`src/rtl/piso_pkg.sv`:
```
`default_nettype none
// ============================================================================
// Module      : piso_pkg
// Description : Shared types for the parallel-in, serial-out serializer.
// Revision    : 1.0 - initial release
// ============================================================================
package piso_pkg;

    typedef enum logic {
        S_IDLE  = 1'b0,
        S_SHIFT = 1'b1
    } piso_state_t;

endpackage : piso_pkg
`default_nettype wire

```
`src/rtl/piso_serializer_reg.sv`:
```
`default_nettype none
// ============================================================================
// Module      : piso_serializer_reg
// Description : Generic register with synchronous reset and load enable;
//               reset takes priority over enable.
// Revision    : 1.0 - initial release
// ============================================================================
module piso_serializer_reg #(
    parameter int               WIDTH   = 1,
    parameter logic [WIDTH-1:0] RST_VAL = '0
) (
    input  wire logic             clk,
    input  wire logic             rst,
    input  wire logic             ena,
    input  wire logic [WIDTH-1:0] i_d,
    output logic      [WIDTH-1:0] o_q
);

    always_ff @(posedge clk) begin
        if (rst) begin
            o_q <= RST_VAL;
        end else if (ena) begin
            o_q <= i_d;
        end
    end

endmodule : piso_serializer_reg
`default_nettype wire

```
`src/rtl/piso_serializer.sv`:
```
`default_nettype none
// ============================================================================
// Module      : piso_serializer
// Description : Accepts an N-bit word on a valid/ready handshake and emits it
//               one bit per accepted cycle, flagging the final bit.
// Revision    : 1.0 - initial release
// ============================================================================
module piso_serializer
    import piso_pkg::*;
#(
    parameter int   N          = 8,
    parameter bit   MSB_FIRST  = 1'b1,
    parameter logic IDLE_LEVEL = 1'b0
) (
    input  wire logic         clk,
    input  wire logic         rst,
    input  wire logic         ena,
    input  wire logic [N-1:0] i_data,
    input  wire logic         i_valid,
    output logic              i_ready,
    output logic              o_bit,
    output logic              o_valid,
    input  wire logic         o_ready,
    output logic              o_last,
    output logic              busy
);

    localparam int            CW       = $clog2(N);
    localparam logic [CW-1:0] CNT_LAST = CW'(N - 1);

    piso_state_t   r_state;
    logic [0:0]    w_state_q;
    logic [0:0]    w_state_d;
    logic [CW-1:0] r_cnt;
    logic [CW-1:0] w_cnt_d;
    logic [N-1:0]  r_sr;
    logic [N-1:0]  w_sr_d;
    logic [N-1:0]  w_sr_shifted;
    logic          w_accept;
    logic          w_xfer;
    logic          w_head;

    piso_serializer_reg #(
        .WIDTH   (1),
        .RST_VAL (1'(S_IDLE))
    ) u_state_reg (
        .clk (clk),
        .rst (rst),
        .ena (ena),
        .i_d (w_state_d),
        .o_q (w_state_q)
    );

    piso_serializer_reg #(
        .WIDTH   (CW),
        .RST_VAL ('0)
    ) u_cnt_reg (
        .clk (clk),
        .rst (rst),
        .ena (ena),
        .i_d (w_cnt_d),
        .o_q (r_cnt)
    );

    assign r_state = piso_state_t'(w_state_q);

    // Shift toward whichever end drives o_bit, filling the vacated end with 0.
    generate
        if (MSB_FIRST) begin : g_msb_first
            assign w_sr_shifted = {r_sr[N-2:0], 1'b0};
            assign w_head       = r_sr[N-1];
        end else begin : g_lsb_first
            assign w_sr_shifted = {1'b0, r_sr[N-1:1]};
            assign w_head       = r_sr[0];
        end
    endgenerate

    assign w_accept = ena & i_valid & (r_state == S_IDLE);
    assign w_xfer   = ena & o_ready & (r_state == S_SHIFT);

    always_comb begin
        w_state_d = w_state_q;
        w_cnt_d   = r_cnt;
        w_sr_d    = r_sr;
        unique case (r_state)
            S_IDLE: begin
                if (w_accept) begin
                    w_state_d = 1'(S_SHIFT);
                    w_cnt_d   = CNT_LAST;
                    w_sr_d    = i_data;
                end
            end
            S_SHIFT: begin
                if (w_xfer) begin
                    if (r_cnt != '0) begin
                        w_cnt_d = r_cnt - CW'(1);
                        w_sr_d  = w_sr_shifted;
                    end else begin
                        w_state_d = 1'(S_IDLE);
                        w_sr_d    = '0;
                    end
                end
            end
            default: begin
                w_state_d = 1'(S_IDLE);
            end
        endcase
    end

    // The shift register lives inline; it follows the same rst/ena priority.
    always_ff @(posedge clk) begin
        if (rst) begin
            r_sr <= '0;
        end else if (ena) begin
            r_sr <= w_sr_d;
        end
    end

    // o_valid deliberately ignores ena so the bit is held visible while stalled.
    assign o_valid = (r_state == S_SHIFT);
    assign busy    = (r_state == S_SHIFT);
    assign i_ready = ena & (r_state == S_IDLE);
    assign o_bit   = o_valid ? w_head : IDLE_LEVEL;
    assign o_last  = o_valid & (r_cnt == '0);

endmodule : piso_serializer
`default_nettype wire

```
`config.mk`:
```
export PLATFORM = sky130hd
export DESIGN_NAME = piso_serializer
export DESIGN_NICKNAME = d
export VERILOG_FILES = /design/src/rtl/piso_pkg.sv /design/src/rtl/piso_serializer_reg.sv /design/src/rtl/piso_serializer.sv
export SDC_FILE = /design/constraint.sdc
export NUM_CORES = 1
export LEC_CHECK = 0
export ABC_AREA = 1
export CAP_MARGIN = 20
export CELL_PAD_IN_SITES_DETAIL_PLACEMENT = 1
export CELL_PAD_IN_SITES_GLOBAL_PLACEMENT = 1
export CORE_ASPECT_RATIO = 1.4
export CORE_MARGIN = 10
export CORE_UTILIZATION = 28
export DETAILED_ROUTE_END_ITERATION = 6
export GPL_ROUTABILITY_DRIVEN = 0
export GPL_TIMING_DRIVEN = 0
export PLACE_DENSITY_LB_ADDON = 0.25
export SLEW_MARGIN = 15
export SYNTH_ARGS = -nofsm -noshare
export SYNTH_HDL_FRONTEND = slang
export SYNTH_SLANG_ARGS = --single-unit
export TNS_END_PERCENT = 100
```
`constraint.sdc`:
```
create_clock -name clk -period 1 [get_ports clk]
set_input_delay 0.15 -clock clk [delete_from_list [all_inputs] [get_ports clk]]
set_output_delay 0.15 -clock clk [all_outputs]
set_load 0.01 [all_outputs]
```
# == After elaboration in Yosys (flattened, before gate mapping) ==
# Index checks and enable logic that the tools add are counted.
# totals
inputBits,13
reg_bits,12
out_inout_bits,5
wordCells,31
# classes
eq_ne,3
reduce_logical,4
n_bitwise,7
add_sub_neg,1
n_mux,13
# op_table
op,n
2-to-1 mux 8 bit,3
one-hot mux 8 bit (2 select lines),1
2-to-1 mux 3 bit,3
bitwise AND 1 bit,6
inequality test 2 bit (second input constant),3
one-hot mux 3 bit (2 select lines),1
2-to-1 mux 1 bit,4
AND reduction 4 bit,1
logical NOT 3 bit,1
AND reduction 3 bit,1
nonzero test 3 bit,1
subtractor 3 x 1 -> 3 bit (second input constant),1
one-hot mux 1 bit (2 select lines),1
NOT 1 bit,1

# == Logic depth before layout (Yosys ltp) ==
# Gate-level depths: netlist of the first run.
# depth
ltp_word,4
ltp_mapped,8
depth_no_buf,8

# == Hierarchy ==
# From an unflattened synthesis of the first run, not the netlist that was laid out.
# unflattened
hier_cells,135
area_unflattened_um2,778.2
# modules_own_cells
module,instances,area_per_inst_um2,cells_each,seq_area_each_um2
piso_serializer,1,613.1,109,160.2
piso_serializer_reg at u_cnt_reg,1,120.1,19,60.1
piso_serializer_reg at u_state_reg,1,45.0,7,20.0

# == Worst setup path before layout of the first run ==
# No wires, ideal clock.
# synth_path
kind,register to register
start,register u_cnt_reg.o_q[0]
end,register u_cnt_reg.o_q[0]
required_time_ns,0.891
t_arrival_ns,0.996
setup_ns,0.109
slack_ns,-0.105
path_buffers,0
synth_period_minus_slack_ns,1.105
stages_incl_launch_ff,9
path_cell_list,dfxtp_1 -> inv_1 -> ha_1 -> nand2_1 -> nand2_1 -> nor2_1 -> nor2_1 -> nand2_1 -> inv_1
# synth_via
elab_chain_len,4
elab_cells_between_ends,7
cone_classes,1 x add/sub; 1 x eq/ne; 3 x mux; 2 x reduce/logical
# synth_lines
element,line,rtl
"start, declared",piso_serializer_reg.sv:16,output logic [WIDTH-1:0] o_q
"start signal, assigned",piso_serializer_reg.sv:23,o_q <= i_d;
subtractor 3 x 1 -> 3 bit,piso_serializer.sv:96,w_cnt_d = r_cnt - CW'(1);
2-to-1 mux 3 bit,piso_serializer.sv:95,if (r_cnt != '0) begin
2-to-1 mux 3 bit,piso_serializer.sv:94,if (w_xfer) begin
one-hot mux 3 bit (2 select lines),piso_serializer.sv:85,unique case (r_state)
# Parallel ways exist; a longest one is shown, timed or not. The select of a mux whose other input is x is not followed.
# A chain may end at the register's enable or synchronous reset.

# == Worst setup path after layout of the first run ==
# layout_path
start,register u_cnt_reg.o_q[0]
end,output port o_last
# layout_via
elab_chain_len,2
# layout_lines
element,line,rtl
logical NOT 3 bit,piso_serializer.sv:124,assign o_last = o_valid & (r_cnt == '0);
bitwise AND 1 bit,piso_serializer.sv:124,
"end, declared",piso_serializer.sv:24,"output logic o_last,"
# No other way between the ends.

==> results of run 1 <==
==> worst max-delay path, cell delays in order, from the launching register on <==
cell and delay, ps:
dfxtp_2 330, inv_2 80, ha_4 160, nand3_4 80, inv_2 60, buf_6 90
==> repair_timing <==
item | CTS | global route
resized for setup | 52 | 27
setup buffers | 7 | 5
hold buffers | 0 | 0
endpoints found under the hold margin | 0 | 0
pin swaps | 5 | 11
endpoints found under the setup margin | 17 | 17
cloned | 2 | 0
==> through the flow <==
stage / TNS, ps / cell area, um^2
2_1_floorplan: -54.69 / 645.6
3_3_place_gp: -5630 / 843.3
3_5_place_dp: -5919 / 843.3
4_1_cts: -2195 / 1032
5_1_grt: -3459 / 1171
6_report: -2410 / 1171
==> cells in the mapped netlist, drive strengths merged <==
| master | n | area share (%) |
|---|---|---|
| nand2 | 28 | 18 |
| nor2 | 19 | 11 |
| nand3 | 13 | 12 |
| dfxtp | 12 | 37 |
| inv | 11 | 6.8 |
| o21ai | 8 | 6.2 |
| a21oi | 3 | 2.9 |
| buf | 2 | 1.9 |
| ha | 2 | 3.9 |
==> final cells by class <==
cell class	instances	share of cell area (%)
tap	22	2.350
timing repair inverter	1	0.9615
inverter	11	4.594
sequential	12	21.05
timing repair buffer	29	24.04
multi-input combinational	74	41.99
buffer	2	1.923
clock buffer	4	3.098
==> logic make-up (layout without fill, tap and decap cells) <==
kind of cell    after synthesis  in the layout  synth area share (%)
compound gates               11             11                 9.162
fa+ha+maj                     2              2                 3.898
buf+inv                      13             47                 8.771
flops                        12             12                 37.43
simple gates                 60             61                 40.74
==> power groups by stage <==
stage                     Combinational, mW  Clock (mW)  Sequential [mW]
after floorplan                       0.172           0            0.549
after global placement                0.291           0            0.553
after detailed placement              0.299           0            0.556
after CTS                             0.408       0.410            0.545
after global routing                  0.569       0.428            0.557
final                                 0.522       0.408            0.552
==> layer usage <==
| metal | vias up | wire length [um] |
|---|---|---|
| met5 | - | 0 |
| met4 | 0 | 22 |
| met3 | 4 | 66 |
| met2 | 6 | 1545 |
| met1 | 370 | 952 |
| li1 | 383 | - |
==> flip-flops by register name, summed over array words and instances (netlist names) <==
| signal | flops |
|---|---|
| r_sr | 8 |
| u_cnt_reg.o_q | 3 |
| u_state_reg.o_q | 1 |
==> worst max path at each step <==
stage / start / end / cells after the start
after global placement: ena / i_ready / 4
after detailed placement: ena / i_ready / 4
after CTS: u_cnt_reg.o_q[0]$_SDFFE_PP0P_ / o_last / 5
final: u_cnt_reg.o_q[0]$_SDFFE_PP0P_ / o_last / 5
after global routing: u_cnt_reg.o_q[0]$_SDFFE_PP0P_ / o_last / 5
after floorplan: u_cnt_reg.o_q[0]$_SDFFE_PP0P_ / u_cnt_reg.o_q[0]$_SDFFE_PP0P_ / 8
==> qor.yml, run 1 <==
die:
  dieArea_um2: 4635
  core_area_um2: 2177
  die_h_um: 76.65
  chipWidth_um: 60.47
  start_util_pct: 29.48
  top_level_ports: 18
  rows: 20
worst_setup_path:
  critPathMaxFanout: 2
  startpoint_type: "flop"
  worst_ep_arrival_time_ps: 1090
  reg2reg_to: "u_cnt_reg.o_q[2]$_SDFFE_PP0P_"
  setup.worst_path.end_class: "primary output"
  r2r_slack_ps: -220
  worstSetupPathType: "flop to primary output"
  required_ps: 850
  r2r_start: "u_cnt_reg.o_q[0]$_SDFFE_PP0P_"
  r2r_cells: 9
clocking:
  htreeDepth: 1
  clockBufferDepth: 2
  cts-root-buf: "clkbuf_4"
  clk_pin_slew_ps: 80
  cts_made_buffers: 3
  cts_num_sinks: 12
  cts_tree: "done"
  clk_latency_ps: 280
finish:
  multi_input_area_um2: 491.7
  drive_above_1_share_pct: 42.86
  nFillCells: 274
  area_growth_syn_to_layout_pct: 82.46
  final_util_pct: 53.79
  layout_commonest_cell: "nand2_1"
  final_cell_count_no_fill: 155
  seqCellArea_um2: 246.5
  nNetsFinal: 149
  insertedDiodeCount: 0
  layout_common_cells: "nand2_1, nor2_1, clkdlybuf4s50_1, buf_6, dfxtp_1"
pwr:
  p_leak_nw: 0.5315
  swShare_pct: 33.10
  ir_worst_vdd_mv: 0.9176
  p_seq_share_pct: 37.3
  p_sw_uw: 490.4
  clkPwrFrac_pct: 27.5
  p_int_uw: 991.3
  total_power_mw: 1.482
  combPwrFrac_pct: 35.2
  power_density_nw_per_um2: 1265
logic_synthesis:
  synth_fp_nets: 113
  ys_seq_elements: 12
  avgSynthCellArea_um2: 6.550
  syn_area_um2: 641.9
  syn-instance-count: 98
  seq_area_frac_synth_pct: 37.43
  synth.distinct_cells: 16
  ys_warn_count: 0
timing:
  period_share_pct: 123.7
  tightest_slew_ps: 280.7
  finClkSkew_ps: 4.326
  worst_slack_ps: -236.9
  rsz0062_at_grt: "yes"
  timing.final.crit_period_ps: 1237
  drv_slew: 0
  fmax_ghz: 0.8085
  finalHoldWorstSlack_ps: 474.7
  hold_violations: 0
  slew_headroom_pct: 81.27
  finalSetupViolCount: 17
min_path:
  hold_path_end: "r_sr[0]$_SDFFE_PP0P_"
  whs_path_depth: 3
  hp-start: "i_data[0]"
  hp-class: "input pin to flop"
routing:
  routed_via_density: 4.923
  drt_iter0_markers: 7
  first_pass_iters: 4
  avgRoutedWirePerCell_um: 16.69
  route.detailed.drc: 0
  drtAntennaViolNets: 0
  vias: 763
  wl_um: 2587
place:
  place_inst: 137
  dp_hpwl_um: 1436
  numPortBuffers: 17
  dp_slack_ps: -571.0
grt:
  grt_use_met2_pct: 20.66
  grt_pass1_wl_um: 3981
  grt_max_degree: 10
  grt_pass1_vias: 834
  grtUsageMet3_pct: 2.471
  overflow: 0
  busiest_layer: "met2"
  use_met1_pct: 10.92
  antenna_found_initial: 0
  grtUsageTotal_pct: 10.92
run_status:
  failed_checks: "negative setup slack"
  status: "finished with violations"
job:
  max-cap-violations: 0
(Power assumes the default switching activity.)
==> inputs of run 2 (changes only) <==
PLACE_DENSITY = 0.78   (was unset)
PLACE_DENSITY_LB_ADDON = unset   (was 0.25)
==> qor.yml, run 2 (same netlist as run 1, synthesis figures left out) <==
job:
  max-cap-violations: 0
worst_setup_path:
  r2r_cells: 9
  crit_buf_inv: 3
  startpoint_type: "flop"
  r2r_start: "u_cnt_reg.o_q[0]$_SDFFE_PP0P_"
  setup.worst_path.end_class: "primary output"
  r2r_slack_ps: -170
  path_cells: "inv_2, ha_4, nand3_4, inv_2, buf_6"
  cp_slowest_stage_delay_ps: 330
  reg2reg_to: "u_cnt_reg.o_q[0]$_SDFFE_PP0P_"
  worstSetupPathType: "flop to primary output"
  required_ps: 850
  cp_top_family: "flip-flops"
  worst_ep_arrival_time_ps: 1090
  crit_top_cell: "inv_2"
  critPathMaxFanout: 2
  crit_slowest_cell: "dfxtp_2"
routing:
  wl_um: 2605
  routed_via_density: 4.947
  route.detailed.drc: 0
  first_pass_iters: 3
  drtAntennaViolNets: 0
  drt_iter0_markers: 8
  avgRoutedWirePerCell_um: 17.14
  vias: 752
pwr:
  p_sw_uw: 519.6
  p_int_uw: 967.8
  p_seq_share_pct: 37.2
  power_density_nw_per_um2: 1301
  clkPwrFrac_pct: 29.0
  ir_worst_vdd_mv: 0.5963
  total_power_mw: 1.487
  swShare_pct: 34.93
  p_leak_nw: 0.5057
  combPwrFrac_pct: 33.8
finish:
  layout_common_cells: "nand2_1, nor2_1, clkdlybuf4s50_1, dfxtp_1, buf_6"
  regMostFlops: "r_sr"
  largest_reg_flops: 8
  area_growth_syn_to_layout_pct: 78.17
  drive_above_1_share_pct: 45.38
  nFillCells: 278
  layout_commonest_cell: "nand2_1"
  nNetsFinal: 146
  insertedDiodeCount: 0
  biggestRegsByFlops: "r_sr: 8 flops, u_cnt_reg.o_q: 3 flops, u_state_reg.o_q: 1 flops"
min_path:
  hp-start: "i_data[0]"
  hp-class: "input pin to flop"
  whs_path_depth: 3
  hold_path_end: "r_sr[0]$_SDFFE_PP0P_"
clocking:
  cts_tree: "done"
  cts_num_sinks: 12
  cts_made_buffers: 3
  cts-root-buf: "clkbuf_4"
  htreeDepth: 1
  clockBufferDepth: 2
  cts_hold_repair.buffers: 0
  clk_latency_ps: 290
  clk_pin_slew_ps: 90
run_status:
  status: "finished with violations"
  failed_checks: "negative setup slack"
timing:
  drv_slew: 0
  slew_headroom_pct: 81.61
  finalSetupViolCount: 17
  hold_violations: 0
  tightest_slew_ps: 275.6
  timing.final.crit_period_ps: 1235
  fmax_ghz: 0.8096
  worst_slack_ps: -235.2
  finClkSkew_ps: 1.582
  period_share_pct: 123.5
  rsz0062_at_grt: "yes"
die:
  start_util_pct: 29.48
  core_area_um2: 2177
  chipWidth_um: 60.47
  top_level_ports: 18
  dieArea_um2: 4635
  die_h_um: 76.65
  rows: 20
grt:
  grtUsageTotal_pct: 10.22
  grt_pass1_wl_um: 3670
  antenna_found_initial: 0
  grt_max_degree: 10
  overflow: 0
  grt_pass1_vias: 776
place:
  dp_hpwl_um: 1389
  dp_slack_ps: -567.5
  numPortBuffers: 17
run 2: changes by cell type in the layout (fill, tap and decap cells not counted), sizes merged:
cell   before  now
buf        19   16
nand2      29   30
inv        12   11
run 2: worst max-delay path by stage:
stage | slack (ps) | startpoint | endpoint | cells past startpoint
6_report | -240 | u_cnt_reg.o_q[0]$_SDFFE_PP0P_ | o_last | 5
5_1_grt | -290 | u_cnt_reg.o_q[0]$_SDFFE_PP0P_ | u_cnt_reg.o_q[0]$_SDFFE_PP0P_ | 9
3_3_place_gp | -560 | ena | i_ready | 4
4_1_cts | -230 | u_cnt_reg.o_q[0]$_SDFFE_PP0P_ | o_last | 5
2_1_floorplan | -50 | u_cnt_reg.o_q[0]$_SDFFE_PP0P_ | u_cnt_reg.o_q[0]$_SDFFE_PP0P_ | 8
3_5_place_dp | -570 | ena | i_ready | 4
run 2: routing by layer:
metal	vias to the layer above	wire [um]	share of wire (%)	GRT usage (%)
li1	376	-	-	-
met1	358	1036	40	11.01
met2	12	1399	54	17.46
met3	6	103	4.0	3.130
met4	0	66	2.5	4.185
met5	-	0	0	0
run 2: cell type report:
class | count | area [um^2] | share of cell area [%]
Timing Repair Buffer | 26 | 247.7 | 21.66
Clock buffer | 4 | 36.28 | 3.173
Multi-Input combinational cell | 75 | 508.0 | 44.42
Buffer | 2 | 18.77 | 1.641
Sequential cell | 12 | 246.5 | 21.55
Inverter | 11 | 58.81 | 5.142
Tap cell | 22 | 27.53 | 2.407
run 2: power by group through the flow:
stage	Combinational [mW]	Sequential (mW)	Clock, mW
CTS	0.401	0.544	0.416
finish	0.502	0.553	0.432
floorplan	0.172	0.549	0
global placement	0.289	0.552	0
global route	0.551	0.557	0.445
detailed placement	0.299	0.555	0
run 2: timing repair:
action | CTS | global route
buffers inserted | 8 | 1
resized for setup | 49 | 30
cloned | 1 | 1
pin swaps | 4 | 17
setup endpoints to repair | 17 | 17
run 2: tightest hold or removal path: stages:
cell and delay (ps):
clkdlybuf4s50_1 410, nand3_1 110, a21oi_2 60
run 2: metrics by stage:
stage	util (%)	cell area, um^2	hold slack [ps]	instances	TNS (ps)
6_report	52.53	1144	467.4	152	-2114
5_1_grt	52.53	1144	491.9	152	-3075
4_1_cts	47.41	1032	418.8	150	-1926
3_5_place_dp	38.74	843.3	461.1	137	-5925
3_3_place_gp	38.74	843.3	452.9	137	-5525
2_1_floorplan	-	645.6	211.7	98	-54.69
==> inputs of run 3 (changes only) <==
--- a/config.mk
+++ b/config.mk
@@ -17,3 +17,4 @@
 export GPL_TIMING_DRIVEN = 0
-export PLACE_DENSITY = 0.78
+export PLACE_DENSITY_LB_ADDON = 0.15
+export RECOVER_POWER = 25
 export SLEW_MARGIN = 15
==> constraint.sdc (replaced) <==
create_clock -name clk -period 1 [get_ports clk]
set_input_delay 0.1 -clock clk [delete_from_list [all_inputs] [get_ports clk]]
set_output_delay 0.1 -clock clk [all_outputs]
set_load 0.01 [all_outputs]
==> qor.yml, run 3 (same netlist as run 1, synthesis figures left out) <==
finish:
  biggestRegsByFlops: "r_sr: 8 flops, u_cnt_reg.o_q: 3 flops, u_state_reg.o_q: 1 flops"
  layout_commonest_cell: "nand2_1"
  layout_common_cells: "nand2_1, nor2_1, clkdlybuf4s50_1, dfxtp_1, buf_4"
  postLayoutCellArea_um2: 1137
  drive_above_1_share_pct: 41.98
  area_growth_syn_to_layout_pct: 77.19
  final_cell_count_no_fill: 153
  largest_reg_flops: 8
  regMostFlops: "r_sr"
  nNetsFinal: 148
  insertedDiodeCount: 0
place:
  numPortBuffers: 17
  placed_area_um2: 843.3
  dp_slack_ps: -485.4
  dp_hpwl_um: 1320
  place_inst: 137
pwr:
  ir_worst_vdd_mv: 0.6778
  power_density_nw_per_um2: 1177
  p_sw_uw: 453.0
  swShare_pct: 33.83
  p_leak_nw: 0.5116
  p_int_uw: 886.1
  clkPwrFrac_pct: 23.0
  p_seq_share_pct: 40.8
  combPwrFrac_pct: 36.2
routing:
  vias: 773
  drt_iter0_markers: 20
  wl_um: 2306
  avgRoutedWirePerCell_um: 15.07
  drtAntennaViolNets: 0
  routed_via_density: 5.052
  first_pass_iters: 4
  route.detailed.drc: 0
grt:
  grt_pass1_vias: 874
  overflow: 0
  grt_max_degree: 10
  antenna_found_initial: 0
  grtUsageTotal_pct: 10.60
  grt_pass1_wl_um: 3946
timing:
  worst_slack_ps: -152.9
  finalSetupViolCount: 17
  rsz0062_at_grt: "yes"
  finalHoldWorstSlack_ps: 463.0
  fin_setup_tns_ps: -1563
  fmax_ghz: 0.8674
  drv_slew: 0
  slew_headroom_pct: 83.39
  hold_violations: 0
  timing.final.crit_period_ps: 1153
  tightest_slew_ps: 248.4
  period_share_pct: 115.3
  finClkSkew_ps: 3.474
worst_setup_path:
  critPathMaxFanout: 2
  worst_ep_arrival_time_ps: 1050
  r2r_slack_ps: -120
  required_ps: 900
  reg2reg_to: "r_sr[7]$_SDFFE_PP0P_"
  worstSetupPathType: "flop to primary output"
  r2r_start: "u_state_reg.o_q$_SDFFE_PP0P_"
  startpoint_type: "flop"
  r2r_cells: 7
  setup.worst_path.end_class: "primary output"
clocking:
  cts-root-buf: "clkbuf_4"
  clockBufferDepth: 2
  cts_tree: "done"
  clk_latency_ps: 270
  htreeDepth: 1
  cts_made_buffers: 3
  cts_hold_repair.buffers: 0
  cts_num_sinks: 12
  clk_pin_slew_ps: 80
die:
  dieArea_um2: 4635
  top_level_ports: 18
  start_util_pct: 29.48
  rows: 20
  die_h_um: 76.65
  core_area_um2: 2177
  chipWidth_um: 60.47
min_path:
  whs_path_depth: 3
  hold_path_end: "r_sr[0]$_SDFFE_PP0P_"
  hp-class: "input pin to flop"
  hp-start: "i_data[0]"
job:
  max-cap-violations: 0
run_status:
  status: "finished with violations"
  failed_checks: "negative setup slack"
[run 3: changes by cell type in the layout (fill, tap and decap cells not counted), moves of 2 or more]
cell     change
buf_4        +2
inv_1        +2
inv_6        +2
nand3_1      +5
nand3_2      -5
nor2_1       -4
nor2_4       +5
[run 3: metrics by stage]
stage / total power [mW] / utilization (%)
CTS: 1.292 / 49.71
global placement: 0.8472 / 38.74
global route: 1.419 / 52.24
finish: 1.339 / 52.24
floorplan: 0.7210 / -
detailed placement: 0.8522 / 38.74
[run 3: worst max-delay path by stage]
| stage | startpoint | to | slack, ps | cells past startpoint |
|---|---|---|---|---|
| 3_5_place_dp | ena | i_ready | -490 | 4 |
| 5_1_grt | u_cnt_reg.o_q[0]$_SDFFE_PP0P_ | o_last | -210 | 5 |
| 6_report | u_cnt_reg.o_q[1]$_SDFFE_PP0P_ | o_last | -150 | 5 |
| 3_3_place_gp | ena | i_ready | -450 | 4 |
| 2_1_floorplan | u_cnt_reg.o_q[0]$_SDFFE_PP0P_ | u_cnt_reg.o_q[0]$_SDFFE_PP0P_ | -50 | 8 |
| 4_1_cts | u_cnt_reg.o_q[0]$_SDFFE_PP0P_ | o_last | -140 | 5 |
[run 3: timing repair]
action,in CTS,in global routing
pin swaps,9,2
buffers inserted,9,2
resized for setup,64,15
gates cloned,2,0
hold endpoints to repair,0,0
setup endpoints to repair,17,17
[run 3: worst max-delay path: stages (launching register included)]
cell and delay [ps]:
dfxtp_1 310, inv_2 80, ha_4 170, nand3_4 80
inv_2 60, buf_6 90
[run 3: routing by layer]
metal,GRT usage (%),up-vias,share of wire (%)
li1,-,383,-
met1,11.20,372,37
met2,18.90,12,56
met3,2.636,6,4.9
met4,3.965,0,1.6
met5,0,-,0
[run 3: power groups by stage]
stage	clock (mW)	sequential, mW	combinational [mW]
finish	0.308	0.546	0.485
floorplan	0	0.549	0.172
CTS	0.307	0.543	0.442
detailed placement	0	0.554	0.298
global route	0.333	0.551	0.535
global placement	0	0.553	0.294
[run 3: cell type report]
cell class	count	area, um^2
fillers	268	1040
multi-input cells	74	494.2
repair buffers	28	259.0
flip-flops and latches	12	245.2
inverters	11	53.80
well taps	22	27.53
plain buffers	2	26.28
clock buffers	3	22.52
repair inverters	1	8.758
